**src/rtl/alu_6_bit_issue_stage_pkg.sv**
```systemverilog
// rtl/alu_6_bit_issue_stage_pkg.sv - shared widths, state encoding and ALUop constants
package alu_6_bit_issue_stage_pkg;

    localparam int PKG_W     = 6;
    localparam int PKG_NREGS = 8;
    localparam int PKG_AW    = 3;

    typedef enum logic [1:0] {
        ST_IDLE = 2'd0,
        ST_EXEC = 2'd1,
        ST_WB   = 2'd2
    } state_t;

    localparam logic [3:0] OP_AND = 4'b0000;
    localparam logic [3:0] OP_OR  = 4'b0001;
    localparam logic [3:0] OP_ADD = 4'b0010;
    localparam logic [3:0] OP_SUB = 4'b0110;
    localparam logic [3:0] OP_NOR = 4'b1100;

endpackage

```
**src/rtl/alu_6_bit_issue_stage_if.sv**
```systemverilog
// rtl/alu_6_bit_issue_stage_if.sv - instruction issue handshake bundle
interface alu_6_bit_issue_stage_if;
    import alu_6_bit_issue_stage_pkg::*;

    logic                instr_valid;
    logic                instr_ready;
    logic [3:0]          instr_op;
    logic [PKG_AW-1:0]   instr_rd;
    logic [PKG_AW-1:0]   instr_rs1;
    logic [PKG_AW-1:0]   instr_rs2;
    logic                instr_use_carry;

    modport master (
        output instr_valid, instr_op, instr_rd, instr_rs1, instr_rs2, instr_use_carry,
        input  instr_ready
    );

    modport slave (
        input  instr_valid, instr_op, instr_rd, instr_rs1, instr_rs2, instr_use_carry,
        output instr_ready
    );
endinterface

```
**src/rtl/alu_6_bit_issue_stage_regfile.sv**
```systemverilog
// rtl/alu_6_bit_issue_stage_regfile.sv - 8x6 register file with latched operand reads
module alu_regfile_8x6
    import alu_6_bit_issue_stage_pkg::*;
#(
    parameter int NREGS = PKG_NREGS,
    parameter int W     = PKG_W
) (
    input  logic              clk,
    input  logic              reset,
    input  logic              i_rd_en,
    input  logic [PKG_AW-1:0] i_rs1,
    input  logic [PKG_AW-1:0] i_rs2,
    output logic [W-1:0]      o_rdata1,
    output logic [W-1:0]      o_rdata2,
    input  logic [PKG_AW-1:0] i_dbg_addr,
    output logic [W-1:0]      o_dbg_data,
    input  logic              i_host_we,
    input  logic [PKG_AW-1:0] i_host_addr,
    input  logic [W-1:0]      i_host_data,
    input  logic              i_alu_we,
    input  logic [PKG_AW-1:0] i_alu_addr,
    input  logic [W-1:0]      i_alu_data
);

    logic [W-1:0] r_mem [NREGS];
    logic [W-1:0] r_rdata1;
    logic [W-1:0] r_rdata2;

    // r0 is hardwired to zero on every read path, so its storage is never written
    always_ff @(posedge clk) begin
        if (reset) begin
            for (int i = 0; i < NREGS; i++) r_mem[i] <= '0;
            r_rdata1 <= '0;
            r_rdata2 <= '0;
        end else begin
            if (i_rd_en) begin
                r_rdata1 <= (i_rs1 == '0) ? '0 : r_mem[i_rs1];
                r_rdata2 <= (i_rs2 == '0) ? '0 : r_mem[i_rs2];
            end
            if (i_alu_we && i_alu_addr != '0)
                r_mem[i_alu_addr] <= i_alu_data;
            else if (i_host_we && i_host_addr != '0)
                r_mem[i_host_addr] <= i_host_data;
        end
    end

    assign o_rdata1   = r_rdata1;
    assign o_rdata2   = r_rdata2;
    assign o_dbg_data = (i_dbg_addr == '0) ? '0 : r_mem[i_dbg_addr];

endmodule

```
**src/rtl/alu_6_bit_issue_stage.sv**
```systemverilog
// rtl/alu_6_bit_issue_stage.sv - issue/writeback stage around the 6-bit ALU; CARRY_FLAG_EN adds add-with-carry
module alu_6_bit_issue_stage
    import alu_6_bit_issue_stage_pkg::*;
#(
    parameter int NREGS = PKG_NREGS,
    parameter int W     = PKG_W
) (
    input  logic                     clk,
    input  logic                     reset,
    alu_6_bit_issue_stage_if.slave   instr,
    input  logic                     wr_en,
    input  logic [PKG_AW-1:0]        wr_addr,
    input  logic [W-1:0]             wr_data,
    output logic [W-1:0]             a,
    output logic [W-1:0]             b,
    output logic [3:0]               ALUop,
    output logic                     cin,
    input  logic [W-1:0]             alu_result,
    input  logic                     alu_cout,
    output logic                     done,
    output logic [W-1:0]             result_out,
    input  logic [PKG_AW-1:0]        dbg_addr,
    output logic [W-1:0]             dbg_data
);

    state_t            r_state;
    logic [3:0]        r_alu_op;
    logic              r_cin;
    logic [PKG_AW-1:0] r_rd;
    logic              r_done;
    logic [W-1:0]      r_result;

    logic w_accept;
    logic w_host_we;
    logic w_alu_we;
    logic w_cin;

    assign instr.instr_ready = (r_state == ST_IDLE);
    assign w_accept  = (r_state == ST_IDLE) && instr.instr_valid;
    assign w_host_we = (r_state == ST_IDLE) && wr_en;
    assign w_alu_we  = (r_state == ST_EXEC);

`ifdef CARRY_FLAG_EN
    logic r_carry;
    assign w_cin = instr.instr_op[2] | (instr.instr_use_carry & r_carry);
`else
    logic w_unused;
    assign w_unused = &{1'b0, instr.instr_use_carry, alu_cout};
    assign w_cin = instr.instr_op[2];
`endif

    always_ff @(posedge clk) begin
        if (reset) begin
            r_state  <= ST_IDLE;
            r_alu_op <= '0;
            r_cin    <= 1'b0;
            r_rd     <= '0;
            r_done   <= 1'b0;
            r_result <= '0;
`ifdef CARRY_FLAG_EN
            r_carry  <= 1'b0;
`endif
        end else begin
            r_done <= 1'b0;
            case (r_state)
                ST_IDLE: begin
                    if (instr.instr_valid) begin
                        r_alu_op <= instr.instr_op;
                        r_rd     <= instr.instr_rd;
                        r_cin    <= w_cin;
                        r_state  <= ST_EXEC;
                    end
                end
                ST_EXEC: begin
                    r_result <= alu_result;
                    r_done   <= 1'b1;
`ifdef CARRY_FLAG_EN
                    r_carry  <= alu_cout;
`endif
                    r_state  <= ST_WB;
                end
                ST_WB:   r_state <= ST_IDLE;
                default: r_state <= ST_IDLE;
            endcase
        end
    end

    // Operand registers live in the regfile read ports; they drive a/b directly
    alu_regfile_8x6 #(.NREGS(NREGS), .W(W)) u_rf (
        .clk         (clk),
        .reset       (reset),
        .i_rd_en     (w_accept),
        .i_rs1       (instr.instr_rs1),
        .i_rs2       (instr.instr_rs2),
        .o_rdata1    (a),
        .o_rdata2    (b),
        .i_dbg_addr  (dbg_addr),
        .o_dbg_data  (dbg_data),
        .i_host_we   (w_host_we),
        .i_host_addr (wr_addr),
        .i_host_data (wr_data),
        .i_alu_we    (w_alu_we),
        .i_alu_addr  (r_rd),
        .i_alu_data  (alu_result)
    );

    assign ALUop      = r_alu_op;
    assign cin        = r_cin;
    assign done       = r_done;
    assign result_out = r_result;

endmodule

```
**src/flat_wrapper.sv**
```systemverilog
// flat-port wrapper written by rule: the top's interface ports become plain ports
module alu_6_bit_issue_stage_flat import alu_6_bit_issue_stage_pkg::*;
#(
    parameter int NREGS = PKG_NREGS,
    parameter int W     = PKG_W
)
  (clk, reset, wr_en, wr_addr, wr_data, a, b, ALUop, cin, alu_result, alu_cout, done, result_out, dbg_addr, dbg_data, instr_instr_valid, instr_instr_op, instr_instr_rd, instr_instr_rs1, instr_instr_rs2, instr_instr_use_carry, instr_instr_ready);
  alu_6_bit_issue_stage_if instr_i ();
  input  logic clk;
  input  logic reset;
  input  logic wr_en;
  input  logic [PKG_AW-1:0] wr_addr;
  input  logic [W-1:0] wr_data;
  output logic [W-1:0] a;
  output logic [W-1:0] b;
  output logic [3:0] ALUop;
  output logic cin;
  input  logic [W-1:0] alu_result;
  input  logic alu_cout;
  output logic done;
  output logic [W-1:0] result_out;
  input  logic [PKG_AW-1:0] dbg_addr;
  output logic [W-1:0] dbg_data;
  input wire logic [$bits(instr_i.instr_valid)-1:0] instr_instr_valid;
  input wire logic [$bits(instr_i.instr_op)-1:0] instr_instr_op;
  input wire logic [$bits(instr_i.instr_rd)-1:0] instr_instr_rd;
  input wire logic [$bits(instr_i.instr_rs1)-1:0] instr_instr_rs1;
  input wire logic [$bits(instr_i.instr_rs2)-1:0] instr_instr_rs2;
  input wire logic [$bits(instr_i.instr_use_carry)-1:0] instr_instr_use_carry;
  output wire logic [$bits(instr_i.instr_ready)-1:0] instr_instr_ready;
  assign instr_i.instr_valid = instr_instr_valid;
  assign instr_i.instr_op = instr_instr_op;
  assign instr_i.instr_rd = instr_instr_rd;
  assign instr_i.instr_rs1 = instr_instr_rs1;
  assign instr_i.instr_rs2 = instr_instr_rs2;
  assign instr_i.instr_use_carry = instr_instr_use_carry;
  assign instr_instr_ready = instr_i.instr_ready;
  alu_6_bit_issue_stage #(.NREGS(NREGS), .W(W)) u_core (.clk(clk), .reset(reset), .instr(instr_i), .wr_en(wr_en), .wr_addr(wr_addr), .wr_data(wr_data), .a(a), .b(b), .ALUop(ALUop), .cin(cin), .alu_result(alu_result), .alu_cout(alu_cout), .done(done), .result_out(result_out), .dbg_addr(dbg_addr), .dbg_data(dbg_data));
endmodule
```
**config.mk**
```make
export PLATFORM = sky130hd
export DESIGN_NAME = alu_6_bit_issue_stage_flat
export DESIGN_NICKNAME = d
export VERILOG_FILES = /design/src/rtl/alu_6_bit_issue_stage_pkg.sv /design/src/rtl/alu_6_bit_issue_stage_if.sv /design/src/rtl/alu_6_bit_issue_stage_regfile.sv /design/src/rtl/alu_6_bit_issue_stage.sv /design/src/flat_wrapper.sv
export SDC_FILE = /design/constraint.sdc
export NUM_CORES = 1
export LEC_CHECK = 0
export ABC_CLOCK_PERIOD_IN_PS = 5400
export CAP_MARGIN = 20
export CORE_UTILIZATION = 28
export DETAILED_ROUTE_END_ITERATION = 10
export PLACE_DENSITY = 0.46
export SLEW_MARGIN = 20
export SYNTH_ARGS = -nofsm -noshare
export SYNTH_HDL_FRONTEND = slang
export SYNTH_SLANG_ARGS = --single-unit
export TNS_END_PERCENT = 100
```
**constraint.sdc**
```tcl
create_clock -name clk -period 5.4 [get_ports clk]
set_input_delay 0.54 -clock clk [delete_from_list [all_inputs] [get_ports clk]]
set_output_delay 0.54 -clock clk [all_outputs]
set_load 0.05 [all_outputs]
```
# ---- Word-level counts from Yosys, hierarchy flattened
# Memory sizes are Yosys's and may differ from the RTL's.
# Index checks and enable logic that the tools add are counted.
dict set report totals {
  out_inout_bits 31
  ram_bits 48
  reg_bits 29
  mem_count 1
  inputBits 37
}
# memory words word_bits read_ports rd_ports_with_merged_regs write_ports line_no
set memory_table {}
lappend memory_table {u_core.u_rf.r_mem 8 6 3 0 8 alu_6_bit_issue_stage_regfile.sv:25} ;# logic [W-1:0] r_mem [NREGS];
dict set report op_classes {
  eq_ne 2
  reduce_logical 13
  muxes 21
}
# operator count
set ops {}
lappend ops {{two-way mux 6 bit} 5}
lappend ops {{two-way mux 1 bit} 12}
lappend ops {{OR reduction 6 bit} 2}
lappend ops {{zero test 3 bit} 3}
lappend ops {{two-way mux 3 bit} 2}
lappend ops {{nonzero test 3 bit} 2}
lappend ops {{logical AND 1 bit} 4}
lappend ops {{one-hot mux 2 bit (2 select lines)} 1}
lappend ops {{equality test 2 x 1 -> 1 bit, second input constant} 1}
lappend ops {{zero test 2 bit} 1}
lappend ops {{two-way mux 2 bit} 1}
lappend ops {{!= test 2 bit, second input constant} 1}
lappend ops {{AND reduction 2 bit} 1}

# ---- Depth between registers and ports, before layout
dict set report depth {
  word_depth 9
  depth_mapped 5
  ltp_nobuf 3
}

# ---- By module
# A second synthesis with hierarchy kept.
dict set report unflattened {
  cells_unflattened 354
  area_unflattened_um2 4022.6
}
# module n_inst area_each_um2 cells_per_inst seq_area_each_um2
set modules_own_cells {}
lappend modules_own_cells {alu_regfile_8x6 1 3445.8 300 1561.5}
lappend modules_own_cells {alu_6_bit_issue_stage 1 576.8 54 320.3}

# ---- Worst setup path after synthesis
# Ideal clock, no wire load.
dict set report synth_timing {
  path_kind {input to output}
  from {in dbg_addr[1]}
  to {out dbg_data[2]}
  path_buffers 2
  stages 5
  slack_ps 2417
  arrival_ps 2443
  required_time_ps 4860
  cell_sequence {buf_2 buf_2 mux2i_1 o2bb2ai_1 a221oi_1}
}
dict set report synth_via {
  elab_chain_len 2
  elab_cells_between_ends 3
}
# item line_no
set synth_lines {}
lappend synth_lines {{start, declared} flat_wrapper.sv:22} ;# input logic [PKG_AW-1:0] dbg_addr;
lappend synth_lines {{memory read (8 x 6 bit) / zero test 3 bit (equally long branches)} --}
lappend synth_lines {{two-way mux 6 bit (*)} alu_6_bit_issue_stage_regfile.sv:49} ;# assign o_dbg_data = (i_dbg_addr == '0) ? '0 : r_mem[i_dbg_addr];
lappend synth_lines {{end, declared} flat_wrapper.sv:23} ;# output logic [W-1:0] dbg_data;
# Every way passes the cells marked *; elsewhere a longest branch is shown, timed or not.

# ---- Final worst setup path
dict set report layout_timing {
  from {in dbg_addr[1]}
  to {out dbg_data[5]}
}
# The elaborated chain is that of the path after synthesis.

==> results.rst <==
.. list-table::
   :header-rows: 1

   * - Metric
     - Value
   * - Crit path max fanout
     - 20
   * - Number of nets in the final layout
     - 453
   * - Synth Cell Area
     - 0.00424 mm²
   * - Setup repair bufs after CTS
     - 0
   * - Area share of the largest cell type after synthesis
     - 0.340
   * - Longest Clk Path Bufs
     - 2
   * - Crit path kind
     - input pin to output pin
   * - Routed via count
     - 3087
   * - Nature of the critical path startpoint
     - input pin
   * - Vias in the first global route
     - 3090
   * - Final Total Pwr
     - 1.62 mW
   * - Overall die area
     - 0.0157 mm²
   * - Arrival @ worst endpoint
     - 3.23 ns
   * - Dpl hpwl
     - 8820 µm
   * - Warnings from Yosys
     - 0
   * - Register bit total from synthesis
     - 76
   * - Number of remaining DRC errors
     - 0
   * - Global-route wire length before repair
     - 18200 µm
   * - Average size of a mapped cell
     - 11.7 µm²
   * - FMAX
     - 265 MHz
   * - Primary FF master, synth
     - sky130_fd_sc_hd__edfxtp_1
   * - Number of port buffers
     - 65
   * - Max-cap violation count
     - 0
   * - CTS tree
     - built
   * - Gr usage total
     - 0.156
   * - Buffer cell driving the clock tree root
     - sky130_fd_sc_hd__clkbuf_16
   * - Critical path required time
     - 4.86 ns
   * - Floorplan die width
     - 125 µm
   * - Final Hold Vio Count
     - 0
   * - Clock-pin slew of the registers on the worst-case setup and hold paths
     - 0.06 ns
   * - Number of top-level design ports
     - 68
   * - Summed negative setup slack over all endpoints
     - 0 ns
   * - Fraction of layout cells with a size suffix above 1
     - 0.138
   * - Hold-critical path depth
     - 2
   * - Total power divided by cell area
     - 305 mW/mm²
   * - H-Tree Level Count
     - 3
   * - Top post-synthesis cells by area
     - sky130_fd_sc_hd__edfxtp_1 (34%), sky130_fd_sc_hd__dfxtp_1 (13%), sky130_fd_sc_hd__mux4_2 (9.0%)
   * - Via density per instance
     - 5.10
   * - Core box area
     - 0.0146 mm²
   * - RSZ-0062 raised after global routing
     - no
   * - Post-CTS sizing
     - 0
   * - Worst slew pin tran
     - 0.905 ns
   * - Final weighted congestion of routability-driven global placement
     - 0.818
   * - Number of antenna violations at the first check in global routing
     - 0
   * - Number of setup violations in the final report
     - 0
   * - Wire length per cell
     - 19.2 µm
   * - Pins Over Slew Limit
     - 0
   * - Number of flops mapped to enable cells by yosys
     - 48
   * - Post-synthesis sequential area ratio
     - 0.472
   * - Final clock skew
     - 0.00385 ns
   * - Reported leakage power
     - 1.82 nW
   * - Antenna diode count
     - 0
   * - Final critical-path required period
     - 3.77 ns
   * - Quantity of hold-fixing buffers added after cts
     - 0
   * - Number of buffers created by CTS
     - 9
   * - Clock sink total
     - 76
   * - Number of placed instances with taps included
     - 589
   * - Number of instances in the synthesized netlist
     - 362
   * - Synth area leader
     - sky130_fd_sc_hd__edfxtp_1
   * - Total iterations of the first detailed-routing run
     - 6
   * - Worst Hold Class
     - flip-flop to flip-flop
   * - Iteration-0 DRC count of the detailed router
     - 223
   * - Run status
     - complete, no violations
   * - Number of standard-cell rows in the floorplan
     - 44
   * - Worst setup EP type
     - output pin
   * - Maximum vdd ir drop
     - 188 µV
   * - Unique masters post-synth
     - 40
   * - Share of flip-flops with an asynchronous set or reset after synthesis
     - 0
   * - Leftover overflow at the end of global routing
     - 0
   * - Final wirelength
     - 11600 µm
   * - R2R cell count
     - 3
   * - Filler-free cell count of the finished design
     - 605
   * - Largest net degree at the start of global routing
     - 29
   * - Layout-stage area growth over the synthesis result
     - 25.4%
   * - Initial core utilization
     - 0.290
   * - Remaining antenna violation count
     - 0
   * - Worst-skew pair later-pin latency
     - 0.34 ns
   * - Slew Limit Headroom
     - 0.395
   * - Die height
     - 125 µm
   * - Final clock period utilization by the worst path
     - 0.698
[metal layers]
layer  routed length, µm  part of all wire  up-vias  GRT usage
met2                5360              0.46       63      0.242
met4                 143             0.012        0     0.0473
met1                5700              0.49     1500      0.216
li1                    -                 -     1513          -
met5                   0                 0        -          0
met3                 391             0.034       11     0.0347
[flip-flops by register name, indices dropped and copies added, names as in the netlist]
name and cells:
u_core.ALUop 4, u_core.u_rf.o_rdata1 6, u_core.u_rf.o_rdata2 6, u_core.r_rd 3
u_core.result_out 6, u_core.r_state 2, u_core.u_rf.r_mem 48, u_core.done 1
[stage by stage]
| stage | hold WS (ns) | instance area (µm²) | util | worst slack (ns) |
|---|---|---|---|---|
| floorplan | 0.456 | 4260 | - | 2.42 |
| global placement | 0.445 | 5010 | 0.342 | 1.62 |
| detailed placement | 0.450 | 5010 | 0.342 | 1.60 |
| CTS | 0.457 | 5320 | 0.363 | 1.62 |
| global route | 0.492 | 5320 | 0.363 | 1.51 |
| finish | 0.455 | 5320 | 0.363 | 1.63 |
[cells in the mapped netlist (2+ instances only)]
library cell and number:
sky130_fd_sc_hd__a311oi_1 3, sky130_fd_sc_hd__a221oi_1 11, sky130_fd_sc_hd__nand3_1 6, sky130_fd_sc_hd__mux4_2 17, sky130_fd_sc_hd__nand2_1 20, sky130_fd_sc_hd__mux2_2 10
sky130_fd_sc_hd__buf_2 9, sky130_fd_sc_hd__nand3b_1 5, sky130_fd_sc_hd__a22oi_1 5, sky130_fd_sc_hd__o21bai_1 3, sky130_fd_sc_hd__a32oi_1 6, sky130_fd_sc_hd__inv_1 3
sky130_fd_sc_hd__clkbuf_1 13, sky130_fd_sc_hd__o21ai_0 6, sky130_fd_sc_hd__buf_6 2, sky130_fd_sc_hd__o31ai_1 5, sky130_fd_sc_hd__nand2b_1 6, sky130_fd_sc_hd__a211oi_1 22
sky130_fd_sc_hd__buf_4 5, sky130_fd_sc_hd__nor3b_1 2, sky130_fd_sc_hd__nor2_4 3, sky130_fd_sc_hd__dfxtp_1 28, sky130_fd_sc_hd__nor2b_1 18, sky130_fd_sc_hd__o21ai_4 6
sky130_fd_sc_hd__and2_1 2, sky130_fd_sc_hd__edfxtp_1 48, sky130_fd_sc_hd__mux2i_1 24, sky130_fd_sc_hd__nor2_1 26, sky130_fd_sc_hd__a21oi_1 32, sky130_fd_sc_hd__o2bb2ai_1 6
[where the power goes]
part / leakage (nW) / internal [mW] / switching, mW
logic: 0.944 / 0.121 / 0.179
clock network: 0.151 / 0.405 / 0.233
registers: 0.725 / 0.654 / 0.0302
[area by class of cell]
type	count	area, µm²
clock inverter	4	73.8
clock buffer	12	236
tap	184	230
fill	1484	9320
multi-input combinational	259	2100
timing repair buffer	67	666
sequential	76	2000
inverter	3	11.3
[worst max-delay path, stage by stage]
cell and delay, ns:
sky130_fd_sc_hd__clkdlybuf4s50_1 1.06, sky130_fd_sc_hd__a21oi_1 0.35, sky130_fd_sc_hd__a221oi_1 0.40, sky130_fd_sc_hd__clkdlybuf4s50_1 0.86
[worst paths after layout]
| kind | start | end | slack (ns) |
|---|---|---|---|
| setup / recovery | dbg_addr[1] | dbg_data[5] | 1.63 |
| hold / removal | u_core.ALUop[1]$_SDFFE_PP0P_ | u_core.ALUop[1]$_SDFFE_PP0P_ | 0.46 |
| setup reg to reg | u_core.r_state[1]$_SDFFE_PP0P_ | u_core.u_rf.r_mem[4][3]$_SDFFCE_PN0P_ | 3.04 |
| hold reg to reg | u_core.ALUop[1]$_SDFFE_PP0P_ | u_core.ALUop[1]$_SDFFE_PP0P_ | 0.46 |
[cell families (layout without fill, tap and decap cells)]
logic type / after synthesis / count (layout) / synth area share
DFF: 76 / 76 / 0.472
muxes: 51 / 51 / 0.173
and+or+nand+nor: 97 / 97 / 0.132
AOI/OAI and AO/OA: 105 / 105 / 0.183
other: 1 / 6 / 0.000884
buffers and inverters: 32 / 86 / 0.0389
[cell usage in the layout, fill, tap and decap left out, drive strengths merged, types with 3 or more instances in the layout]
master / count
clkdlybuf4s50: 65
edfxtp: 48
a21oi: 32
nor2: 29
dfxtp: 28
mux2i: 24
a211oi: 22
nand2: 20
nor2b: 18
mux4: 17
clkbuf: 12
o21ai: 12
a221oi: 11
mux2: 10
o2bb2ai: 6
a32oi: 6
nand2b: 6
nand3: 6
conb: 6
a22oi: 5
nand3b: 5
o31ai: 5
inv: 3
o21bai: 3
a311oi: 3
Note: power is estimated with default switching activity, not from simulation.
